[config.mk]
export PLATFORM = sky130hd
export DESIGN_NAME = read_vec_arb
export DESIGN_NICKNAME = d
export VERILOG_FILES = /design/src/rtl/read_vec_arb.sv
export SDC_FILE = /design/constraint.sdc
export NUM_CORES = 1
export LEC_CHECK = 0
export BUFFER_PORTS_ARGS = -buffer_cell sky130_fd_sc_hd__buf_2
export CAP_MARGIN = 0
export CORE_ASPECT_RATIO = 1.4
export CORE_MARGIN = 3
export CORE_UTILIZATION = 35
export DETAILED_ROUTE_END_ITERATION = 8
export PLACE_DENSITY = 0.52
export SYNTH_ARGS = -nofsm -noshare
export SYNTH_HDL_FRONTEND = slang
export SYNTH_SLANG_ARGS = --single-unit
[constraint.sdc]
create_clock -name clk -period 2.4 [get_ports clk]
set_input_delay 0.48 -clock clk [delete_from_list [all_inputs] [get_ports clk]]
set_output_delay 0.48 -clock clk [all_outputs]
set_load 0.05 [all_outputs]
[src/rtl/read_vec_arb.sv]
// Burst-oriented round-robin arbiter sharing the vector read path between requesters A and B.
// Optional grant statistics are enabled by defining READ_VEC_ARB_STATS_EN.
module read_vec_arb #(
  parameter int MAX_BURST = 16,
  parameter int CNT_W     = $clog2(MAX_BURST + 1)
) (
  input  logic             clk,
  input  logic             rst,
  input  logic             req_a,
  input  logic             last_a,
  input  logic             req_b,
  input  logic             last_b,
  output logic             grant_a,
  output logic             grant_b,
  output logic             sel,
  output logic             busy,
  output logic [CNT_W-1:0] beat_cnt
`ifdef READ_VEC_ARB_STATS_EN
  ,
  output logic [15:0]      grants_a,
  output logic [15:0]      grants_b
`endif
);

  typedef enum logic [1:0] {IDLE, OWN_A, OWN_B} state_e;

  localparam logic [CNT_W-1:0] CNT_MAX = CNT_W'(MAX_BURST - 1);

  state_e           state_q, state_d;
  logic             prio_q, prio_d;    // 0: A wins contention, 1: B wins
  logic [CNT_W-1:0] cnt_q, cnt_d;
  logic             grant_a_q, grant_b_q, busy_q;

  logic   own_req, own_last, oth_req, beat, burst_end;
  state_e other;

  always_comb begin
    own_req   = (state_q == OWN_A) ? req_a  : req_b;
    own_last  = (state_q == OWN_A) ? last_a : last_b;
    oth_req   = (state_q == OWN_A) ? req_b  : req_a;
    other     = (state_q == OWN_A) ? OWN_B  : OWN_A;
    beat      = (state_q != IDLE) && own_req;
    burst_end = beat && (own_last || (cnt_q == CNT_MAX));
  end

  always_comb begin
    state_d = state_q;
    cnt_d   = cnt_q;
    prio_d  = prio_q;
    case (state_q)
      IDLE: begin
        if (req_a && (!req_b || !prio_q)) state_d = OWN_A;
        else if (req_b)                   state_d = OWN_B;
      end
      OWN_A, OWN_B: begin
        if (burst_end) begin
          cnt_d  = '0;
          prio_d = (state_q == OWN_A);
          // Hand-over beats re-entry; re-entry only when the limit forced the end.
          if (oth_req)        state_d = other;
          else if (!own_last) state_d = state_q;
          else                state_d = IDLE;
        end else if (beat) begin
          cnt_d = cnt_q + 1'b1;
        end
      end
      default: state_d = IDLE;
    endcase
  end

  always_ff @(posedge clk) begin
    if (rst) begin
      state_q   <= IDLE;
      prio_q    <= 1'b0;
      cnt_q     <= '0;
      grant_a_q <= 1'b0;
      grant_b_q <= 1'b0;
      busy_q    <= 1'b0;
    end else begin
      state_q   <= state_d;
      prio_q    <= prio_d;
      cnt_q     <= cnt_d;
      grant_a_q <= (state_d == OWN_A);
      grant_b_q <= (state_d == OWN_B);
      busy_q    <= (state_d != IDLE);
    end
  end

  assign grant_a  = grant_a_q;
  assign grant_b  = grant_b_q;
  assign sel      = grant_b_q;
  assign busy     = busy_q;
  assign beat_cnt = cnt_q;

`ifdef READ_VEC_ARB_STATS_EN
  logic        new_a, new_b;
  logic [15:0] grants_a_q, grants_b_q;

  // A re-entry after a forced end counts as a fresh grant.
  assign new_a = (state_d == OWN_A) && ((state_q != OWN_A) || burst_end);
  assign new_b = (state_d == OWN_B) && ((state_q != OWN_B) || burst_end);

  always_ff @(posedge clk) begin
    if (rst) begin
      grants_a_q <= '0;
      grants_b_q <= '0;
    end else begin
      if (new_a && (grants_a_q != 16'hFFFF)) grants_a_q <= grants_a_q + 16'd1;
      if (new_b && (grants_b_q != 16'hFFFF)) grants_b_q <= grants_b_q + 16'd1;
    end
  end

  assign grants_a = grants_a_q;
  assign grants_b = grants_b_q;
`endif

endmodule

==> run summary <==
wire length on met1 -> 662 um
Async S/R FF share, synth -> 0%
H-tree levels -> 1
largest stage delay on the critical path -> 440 ps
worst slew pin tran -> 364 ps
post-CTS resize count -> 0
routability congestion estimate -> 0.842
fin area -> 796 um^2
RSZ-0062 raised after global routing -> false
share of the synthesized area in the top cell type -> 31.1%
vias per cell -> 5.42
1st-pass router iterations -> 3
IO Port Bufs -> 14
Hold Buf Count CTS -> 0
Initial Utilization -> 38.3%
clock latency on the worst-skew pair -> 270 ps
Cell Pwr Density -> 643 nW/um^2
Slew headroom -> 75.7%
GRT Total Usage -> 12.8%
vias in the first global route -> 567
postcts setup bufs -> 0
unique cell type count in the Yosys netlist -> 34
average size of a mapped cell -> 9.32 um^2
CP cell instances -> ha_1 > mux2_4 > o211ai_1 > a211oi_1 > a21oi_2 > nor4b_2
routed wl met3 -> 52 um
status -> complete, no violations
Iter 0 DRT Violations -> 7
root buf cell -> clkbuf_4
Synth area leader -> dfxtp_1
HPWL Detailed -> 1080 um
FF+latch area -> 220 um^2
flops & latches, synth -> 11
crit path DAT -> 2350 ps
Final Hold Viols -> 0
uppermost layer routed -> met4
Top FF cell, synth -> dfxtp_1
clk sink count -> 11
clk buf depth -> 2
DRC Markers -> 0
count of final setup violators -> 0
crit path launch type -> register
Worst EP required -> 2580 ps
grt total ovfl -> 0
via count -> 596
Core Area -> 1850 um^2
Peak Freq -> 460 MHz
mapped cell area -> 708 um^2
setup_tns -> 0 ps
fin crit period -> 2170 ps
chip height -> 59.2 um
critical path class -> reg -> reg
Fillers -> 193
Mapped Nets -> 87
multi-input logic area -> 435 um^2
Pleak -> 0.334 nW
Met2 Wirelength -> 619 um
Synth top cells by count -> 11 x dfxtp_1, 8 x nor2_1, 7 x a21oi_1
Antenna Cells -> 0
crit path max fanout -> 8
placed inst area -> 769 um^2
Synth Warn # -> 0
Cells after Synth -> 76
Tcrit/Tclk final -> 90.5%
Die Width -> 44.0 um
CTS tree -> yes
most frequent cell after synthesis -> dfxtp_1
Avg WL per Cell -> 12.6 um
I/O pin cnt -> 15
Crit. End Element -> register
P&R area growth vs syn -> 12.4%
die area -> 2610 um^2
cell at the slowest stage of the critical path -> dfxtp_1
Final Max Slew Viols -> 0
cell row count -> 18
leading post-synthesis cells by cell area -> dfxtp_1 31%, ha_1 8.8%, a21oi_1 4.9%, mux2_4 4.2%, nor2_1 4.2%
Clock Pin Slew Worst Setup and Hold Paths -> 70 ps
EDFF count, synth -> 0
Routed Antenna Nets -> 0
Seq/Total Area, Yosys -> 31.1%
maximum VDD drop -> 0.000290 V
initial antenna violation count -> 0
Post-Route WL -> 1380 um
Final Skew -> 4.03 ps
largest net degree at the start of global routing -> 12
first-pass GRT wire length -> 2460 um
Num CTS Buffers -> 3
Total Nets Final -> 102
Hold Crit Class -> reg -> reg
share of layout cells above drive strength 1 -> 31.1%
# Max-Cap Violations -> 0
-- cells by family (layout without fill, tap and decap cells) --
group	count (synthesis)	in the layout	share of synthesized area, %
flops	11	11	31.1
mux	3	3	5.65
simple gates	29	29	26.2
fa+ha+maj	5	5	8.83
compound gates	19	19	20.8
buf+inv	9	23	7.42
-- registers in the layout, summed over array words and instances, names as in the netlist --
name      count
grant_b       1
busy          1
grant_a       1
prio_q        1
state_q       2
beat_cnt      5
-- worst max-delay path: cells and delay by family, from the launching register on --
kind                       cells  cell delay, ps
AOI/OAI and AO/OA              3             620
DFF                            1             440
adders and majority gates      1             410
and+or+nand+nor                1             260
muxes                          1             350
-- power breakdown --
part	switching (mW)	internal, mW
clock network	0.0640	0.0644
registers	0.00900	0.196
logic	0.117	0.0618
total	0.190	0.322
-- through the flow --
stage | hold WS (ps) | setup WS [ps] | power [mW] | utilization (%) | instances
floorplan | 451 | 217 | 0.364 | - | 76
global placement | 489 | 268 | 0.388 | 41.7 | 106
detailed placement | 482 | 235 | 0.389 | 41.7 | 106
CTS | 498 | 212 | 0.519 | 43.1 | 110
global route | 548 | 66.2 | 0.542 | 43.1 | 110
finish | 500 | 227 | 0.512 | 43.1 | 110
-- placed cells by master, fill, tap and decap left out, types with 2 or more instances in the layout --
master,netlist,routed
a211oi_1,3,3
a21oi_1,7,7
buf_2,0,14
clkbuf_4,0,3
dfxtp_1,11,11
ha_1,5,5
inv_1,5,5
mux2_4,2,2
nand2_1,3,3
nor2_1,8,8
nor2_2,2,2
nor3_1,5,5
-- final timing paths --
kind | start | endpoint | slack [ps] | cells after the start
setup reg to reg | state_q[0]$_SDFF_PP0_ | grant_b$_SDFF_PP0_ | 230 | 6
hold / removal | beat_cnt[1]$_SDFFE_PP0P_ | beat_cnt[1]$_SDFFE_PP0P_ | 500 | 2
hold reg to reg | beat_cnt[1]$_SDFFE_PP0P_ | beat_cnt[1]$_SDFFE_PP0P_ | 500 | 2
setup / recovery | state_q[0]$_SDFF_PP0_ | grant_b$_SDFF_PP0_ | 230 | 6
-- layout make-up --
type	instances	share of cell area, %
clock buffers	4	3.30
inverters	5	2.36
multi-input cells	56	54.7
flip-flops and latches	11	27.7
well taps	20	3.14
repair buffers	14	8.81
-- routing by layer --
metal,track usage (%),up-vias
li1,-,303
met2,19.8,12
met1,15.9,276
met4,9.05,0
met5,0,-
met3,1.82,5
No activity file was read; power rests on OpenSTA's default activity.
